===== config.mk =====
export PLATFORM = sky130hd
export DESIGN_NAME = rom_fetch_arb
export DESIGN_NICKNAME = d
export VERILOG_FILES = /design/src/rtl/rom_fetch_arb.sv
export SDC_FILE = /design/constraint.sdc
export NUM_CORES = 1
export LEC_CHECK = 0
export BUFFER_PORTS_ARGS = -buffer_cell sky130_fd_sc_hd__buf_2
export CAP_MARGIN = 20
export CORE_MARGIN = 4
export CORE_UTILIZATION = 50
export DETAILED_ROUTE_END_ITERATION = 10
export PLACE_DENSITY = 0.78
export SETUP_SLACK_MARGIN = 0.2
export SYNTH_ARGS = -nofsm -noshare
export SYNTH_HDL_FRONTEND = slang
export SYNTH_SLANG_ARGS = --single-unit

===== constraint.sdc =====
create_clock -name clk_sys -period 3.35 [get_ports clk_sys]
set_input_delay 0.5025 -clock clk_sys [delete_from_list [all_inputs] [get_ports clk_sys]]
set_output_delay 0.5025 -clock clk_sys [all_outputs]
set_load 0.01 [all_outputs]

===== src/rtl/rom_fetch_arb.sv =====
`default_nettype none
// ============================================================================
// rom_fetch_arb : three-client ROM fetch arbiter onto a 16-bit SDRAM read port.
// Option ROM_FETCH_CACHE_EN adds a one-entry cache per client.
// Revision: 1.0
// ============================================================================
module rom_fetch_arb #(
  parameter logic [22:0] TILES_BASE   = 23'h000000,
  parameter logic [22:0] SPRITES_BASE = 23'h080000,
  parameter logic [22:0] THEME_BASE   = 23'h200000
) (
  input  logic        clk_sys,
  input  logic        reset_n,
  input  logic        load_en,
  input  logic        tiles_req,
  input  logic [17:0] tiles_addr,
  output logic        tiles_ack,
  output logic [31:0] tiles_data,
  input  logic        sprites_req,
  input  logic [18:0] sprites_addr,
  output logic        sprites_ack,
  output logic [31:0] sprites_data,
  input  logic        theme_req,
  input  logic [18:0] theme_addr,
  output logic        theme_ack,
  output logic [7:0]  theme_data,
  output logic        sdr_rd,
  output logic [22:0] sdr_addr,
  input  logic        sdr_rdy,
  input  logic [15:0] sdr_dout,
  output logic        busy
);

  typedef enum logic [2:0] {
    C_ST_IDLE = 3'd0,
    C_ST_RD0  = 3'd1,
    C_ST_W0   = 3'd2,
    C_ST_RD1  = 3'd3,
    C_ST_W1   = 3'd4,
    C_ST_DONE = 3'd5
  } state_t;

  typedef enum logic [1:0] {
    C_CL_TILES   = 2'd0,
    C_CL_SPRITES = 2'd1,
    C_CL_THEME   = 2'd2
  } client_t;

  state_t      r_state;
  client_t     r_client;
  logic        r_byte_sel;
  logic [15:0] r_w0;
  logic [15:0] r_w1;

  logic        w_tiles_hit;
  logic        w_sprites_hit;
  logic        w_theme_hit;
  logic [31:0] w_tiles_cdata;
  logic [31:0] w_sprites_cdata;
  logic [31:0] w_theme_cdata;

  logic        w_gnt;
  client_t     w_gnt_client;
  logic [22:0] w_gnt_word0;
  logic        w_gnt_hit;
  logic [31:0] w_gnt_cdata;

  assign busy = (r_state != C_ST_IDLE);

  // A client whose ack is high right now was just served; masking it stops a
  // request still held during the ack cycle from being fetched a second time.
  always_comb begin
    w_gnt        = 1'b1;
    w_gnt_client = C_CL_TILES;
    w_gnt_word0  = '0;
    w_gnt_hit    = 1'b0;
    w_gnt_cdata  = '0;
    if (sprites_req && !sprites_ack) begin
      w_gnt_client = C_CL_SPRITES;
      w_gnt_word0  = SPRITES_BASE + {3'b000, sprites_addr, 1'b0};
      w_gnt_hit    = w_sprites_hit;
      w_gnt_cdata  = w_sprites_cdata;
    end else if (tiles_req && !tiles_ack) begin
      w_gnt_client = C_CL_TILES;
      w_gnt_word0  = TILES_BASE + {4'b0000, tiles_addr, 1'b0};
      w_gnt_hit    = w_tiles_hit;
      w_gnt_cdata  = w_tiles_cdata;
    end else if (theme_req && !theme_ack) begin
      w_gnt_client = C_CL_THEME;
      w_gnt_word0  = THEME_BASE + {5'b00000, theme_addr[18:1]};
      w_gnt_hit    = w_theme_hit;
      w_gnt_cdata  = w_theme_cdata;
    end else begin
      w_gnt = 1'b0;
    end
  end

  always_ff @(posedge clk_sys or negedge reset_n) begin
    if (!reset_n) begin
      r_state      <= C_ST_IDLE;
      r_client     <= C_CL_TILES;
      r_byte_sel   <= 1'b0;
      r_w0         <= '0;
      r_w1         <= '0;
      sdr_rd       <= 1'b0;
      sdr_addr     <= '0;
      tiles_ack    <= 1'b0;
      tiles_data   <= '0;
      sprites_ack  <= 1'b0;
      sprites_data <= '0;
      theme_ack    <= 1'b0;
      theme_data   <= '0;
    end else begin
      sdr_rd      <= 1'b0;
      tiles_ack   <= 1'b0;
      sprites_ack <= 1'b0;
      theme_ack   <= 1'b0;
      case (r_state)
        C_ST_IDLE: begin
          if (w_gnt && !load_en) begin
            r_client   <= w_gnt_client;
            r_byte_sel <= theme_addr[0];
            if (w_gnt_hit) begin
              r_w0    <= w_gnt_cdata[15:0];
              r_w1    <= w_gnt_cdata[31:16];
              r_state <= C_ST_DONE;
            end else begin
              sdr_rd   <= 1'b1;
              sdr_addr <= w_gnt_word0;
              r_state  <= C_ST_RD0;
            end
          end
        end
        C_ST_RD0: r_state <= C_ST_W0;
        C_ST_W0: begin
          if (sdr_rdy) begin
            r_w0 <= sdr_dout;
            if (r_client == C_CL_THEME) begin
              r_state <= C_ST_DONE;
            end else begin
              sdr_rd   <= 1'b1;
              sdr_addr <= sdr_addr + 23'd1;
              r_state  <= C_ST_RD1;
            end
          end
        end
        C_ST_RD1: r_state <= C_ST_W1;
        C_ST_W1: begin
          if (sdr_rdy) begin
            r_w1    <= sdr_dout;
            r_state <= C_ST_DONE;
          end
        end
        C_ST_DONE: begin
          r_state <= C_ST_IDLE;
          case (r_client)
            C_CL_TILES: begin
              tiles_ack  <= 1'b1;
              tiles_data <= {r_w1, r_w0};
            end
            C_CL_SPRITES: begin
              sprites_ack  <= 1'b1;
              sprites_data <= {r_w1, r_w0};
            end
            default: begin
              theme_ack  <= 1'b1;
              theme_data <= r_byte_sel ? r_w0[15:8] : r_w0[7:0];
            end
          endcase
        end
        default: r_state <= C_ST_IDLE;
      endcase
    end
  end

`ifdef ROM_FETCH_CACHE_EN
  logic [18:0] r_addr;
  logic        r_tc_valid;
  logic        r_sc_valid;
  logic        r_thc_valid;
  logic [17:0] r_tc_addr;
  logic [18:0] r_sc_addr;
  logic [18:0] r_thc_addr;
  logic [31:0] r_tc_data;
  logic [31:0] r_sc_data;
  logic [15:0] r_thc_data;

  assign w_tiles_hit     = r_tc_valid  && (r_tc_addr  == tiles_addr);
  assign w_sprites_hit   = r_sc_valid  && (r_sc_addr  == sprites_addr);
  assign w_theme_hit     = r_thc_valid && (r_thc_addr == theme_addr);
  assign w_tiles_cdata   = r_tc_data;
  assign w_sprites_cdata = r_sc_data;
  assign w_theme_cdata   = {16'h0000, r_thc_data};

  // Theme entries keep the whole SDRAM word so a hit can reuse the byte select.
  always_ff @(posedge clk_sys or negedge reset_n) begin
    if (!reset_n) begin
      r_addr      <= '0;
      r_tc_valid  <= 1'b0;
      r_sc_valid  <= 1'b0;
      r_thc_valid <= 1'b0;
      r_tc_addr   <= '0;
      r_sc_addr   <= '0;
      r_thc_addr  <= '0;
      r_tc_data   <= '0;
      r_sc_data   <= '0;
      r_thc_data  <= '0;
    end else begin
      if ((r_state == C_ST_IDLE) && w_gnt && !load_en) begin
        case (w_gnt_client)
          C_CL_TILES:   r_addr <= {1'b0, tiles_addr};
          C_CL_SPRITES: r_addr <= sprites_addr;
          default:      r_addr <= theme_addr;
        endcase
      end
      if (load_en) begin
        r_tc_valid  <= 1'b0;
        r_sc_valid  <= 1'b0;
        r_thc_valid <= 1'b0;
      end else if (r_state == C_ST_DONE) begin
        case (r_client)
          C_CL_TILES: begin
            r_tc_valid <= 1'b1;
            r_tc_addr  <= r_addr[17:0];
            r_tc_data  <= {r_w1, r_w0};
          end
          C_CL_SPRITES: begin
            r_sc_valid <= 1'b1;
            r_sc_addr  <= r_addr;
            r_sc_data  <= {r_w1, r_w0};
          end
          default: begin
            r_thc_valid <= 1'b1;
            r_thc_addr  <= r_addr;
            r_thc_data  <= r_w0;
          end
        endcase
      end
    end
  end
`else
  assign w_tiles_hit     = 1'b0;
  assign w_sprites_hit   = 1'b0;
  assign w_theme_hit     = 1'b0;
  assign w_tiles_cdata   = '0;
  assign w_sprites_cdata = '0;
  assign w_theme_cdata   = '0;
`endif

endmodule
`default_nettype wire

==> impl_metrics.ini <==
[run_status]
status = finished, final reports clean

[synthesis]
ys_seq_area_frac = 0.563
synthArstFlopShare = 1.00
synth-seq-cells = 137
synth_edf_count = 0
synth.top_cell.area_share = 0.563
yosysUniqueCellTypes = 50
yosysWarnings = 0
yosysTopAreaCell = dfrtp_1
synth_area_leaders = dfrtp_1 56%, mux2_2 18%, a21oi_1 2.4%
syn_avg_cell_area_um2 = 12.2
synth_cells = 497
yosys_most_used_dff = dfrtp_1
syn-cell-area_um2 = 6080
syn_nets = 577

[detailed_routing]
vias = 4849
wl_per_cell_um = 19.7
antenna_left = 0
vias_per_cell = 5.84
drtIter0Drc = 494
wirelength_um = 16400
drcViolationCount = 0
dr.pass1.iters = 7

[worst_setup_path]
reg2reg_depth = 7
critPathCaptureType = flop
start_kind = flop
r2r_setup_slack_ns = 0.73
arrival_ns = 2.91
worstSetupPathType = flop to flop
crit_path_max_fanout = 19
r2r_end = sdr_addr[12]$_DFFE_PN0P_
critPathRequiredTime_ns = 3.64
rr_startpoint = r_state[2]$_DFFE_PN0P_

[worst_hold_path]
hp-class = input pin to flop
min_path_cells = 2
holdPathEnd = r_byte_sel$_DFFE_PN0P_
hp-start = theme_addr[0]

[placement]
hpwlAfterDp_um = 11300
portBuffers = 178
placed_cell_area_um2 = 7110
gp_congestion = 0.917
place_inst = 797
post-place-ws_ns = 0.682

[cts]
cts_htree_levels = 4
clock-root-buffer = clkbuf_16
clock_latency_ns = 0.41
clockBufferDepth = 2
clkTransAtPathRegs_ns = 0.06
cts_hold_buffers = 0
cts_resized = 0
cts-buffers-inserted = 17
cts_tree = yes
postCtsSetupRepairBufs = 0
cts.sinks = 137

[run]
maxCapViolations = 0

[timing]
fin_skew_ns = 0.00481
worst_slew_pin_slew_ns = 1.01
layout_setup_ws_ns = 0.733
max_freq_ghz = 0.382
setup_viol = 0
report.final.slew_viol_count = 0
slew_headroom = 0.328
setup-tns-final_ns = 0
min_period_over_period = 0.781
timing.final.crit_period_ns = 2.62
rsz0062_at_grt = no
hold_viol_final = 0

[power]
power.density_nw_per_um2 = 989
p_comb_frac = 0.333
p_switching_uw = 2690
p_seq_frac = 0.398
p_int_uw = 5020
leakage_uw = 0.00387
clkPwrFrac = 0.269
swShare = 0.349
ir_drop_mv = 0.555

[global_route]
grt_pass1_vias = 5039
grt_use_total = 0.238
grt_pass1_wl_um = 26400
grt_max_degree = 123
antenna_found_initial = 0
grt-ovfl-total = 0

[floorplan]
die_area_um2 = 14000
start_util = 0.509
core-area_um2 = 12000
die_h_um = 118
pin_count = 179
die_w_um = 118
rows = 40

[cells_and_area]
diodes = 0
layout.nets = 751
final_layout_size_suffix_gt1_frac = 0.475
seq_area_um2 = 3430
final_cells = 831
design_area_um2 = 7800
area_delta_synth_final_pct = 28.2
nFillCells = 897
multiInputGateArea_um2 = 2500
==> layout by cell type (no fill, tap or decap), types with 2 or more instances in the layout <==
master      Yosys  layout
a21oi_1        29      29
a221oi_1       11      11
nor4_2          2       2
or3_1           2       2
clkbuf_1       18       2
buf_2           9     177
nor3b_2         0       2
nor2_1         21      21
a211o_1         2       2
mux2_2         98      98
dfrtp_1       137     137
a221o_1         3       3
mux2i_1         8       8
buf_4           1       9
nor2b_1         6       5
a22oi_1         6       6
nand3_1        13      13
o22a_1          9       9
bufinv_16       0       5
clkinvlp_4      0       2
o21ai_0        17      17
nor3b_1         4       2
nand2_1        31      31
nand4_1         7       7
inv_1           7       7
a31oi_1         9       9
o221ai_1        4       4
inv_6           0       3
o31ai_1         4       3
clkbuf_16       0      17
and3_1          6       6
and4_1          5       5
==> cells in the mapped netlist, drive strengths merged, types with 2 or more instances <==
master  number
and4         5
o21ai       17
o22a         9
buf         16
nor2        21
a22oi        6
a21boi       2
and3         6
mux2i        8
a211o        2
a31oi        9
dfrtp      137
a221oi      11
o221ai       4
inv          7
nor3b        4
nand3       13
a221o        3
nor3         3
or3          2
nor2b        6
mux2        98
a21oi       29
nor4         3
clkbuf      18
nand2       31
o31ai        4
nand4        7
==> routing by layer <==
layer  track usage  up-vias  wire length (um)
met5             0        -                 0
met3        0.0928       26              1500
li1              -     2198                 -
met2         0.400      212              8330
met4        0.0813        0               297
met1         0.278     2413              6240
==> sequential cells by signal, indices dropped and copies added, names as in the netlist <==
register and cells:
sprites_data 32, tiles_data 32, sdr_addr 23, r_w0 16
r_w1 16, theme_data 8, r_state 3, r_client 2
r_byte_sel 1, sdr_rd 1, sprites_ack 1, theme_ack 1
tiles_ack 1
==> final cells by class <==
cell class / instances / share of cell area
inverters: 7 / 0.00337
repair buffers: 189 / 0.128
flip-flops and latches: 137 / 0.439
clock buffers: 20 / 0.0572
clock inverters: 12 / 0.0271
well taps: 147 / 0.0236
multi-input cells: 319 / 0.321
==> worst max-delay path by stage <==
stage                            from                       end  slack, ns
2_1_floorplan             sprites_req  sdr_addr[12]$_DFFE_PN0P_       1.34
3_3_place_gp                theme_req  sdr_addr[12]$_DFFE_PN0P_       0.74
3_5_place_dp                theme_req  sdr_addr[12]$_DFFE_PN0P_       0.68
4_1_cts        r_state[2]$_DFFE_PN0P_  sdr_addr[12]$_DFFE_PN0P_       0.79
5_1_grt        r_state[2]$_DFFE_PN0P_  sdr_addr[12]$_DFFE_PN0P_       0.58
6_report       r_state[2]$_DFFE_PN0P_  sdr_addr[12]$_DFFE_PN0P_       0.73
==> metrics by stage <==
step                       util  total power, uW  hold WS, ns
final                     0.652             7710        0.317
after detailed placement  0.594             5630        0.467
after floorplan               -             4570        0.207
after CTS                 0.649             7740        0.297
after global routing      0.652             8160        0.312
after global placement    0.594             5480        0.461
==> logic make-up after synthesis <==
group | count (synthesis) | share of synthesized area
buf+inv | 41 | 0.0290
mux | 106 | 0.195
compound gates | 107 | 0.121
fa+ha+maj | 1 | 0.00206
simple gates | 105 | 0.0905
flops | 137 | 0.563
==> critical path, stage by stage (launching register included) <==
cell and delay [ns]:
dfrtp_1 0.51, nor4_2 0.40, o31ai_2 0.12, buf_4 0.20
o41a_1 0.34, inv_1 0.38, o21ai_0 0.17, a221o_1 0.38
==> power by group through the flow <==
stage / clock, uW / sequential, uW / combinational (uW)
CTS: 2100 / 3060 / 2580
floorplan: 0 / 3100 / 1470
global placement: 0 / 3010 / 2470
finish: 2080 / 3070 / 2570
detailed placement: 0 / 3080 / 2550
global route: 2180 / 3180 / 2800
Note: power is estimated with default switching activity, not from simulation.
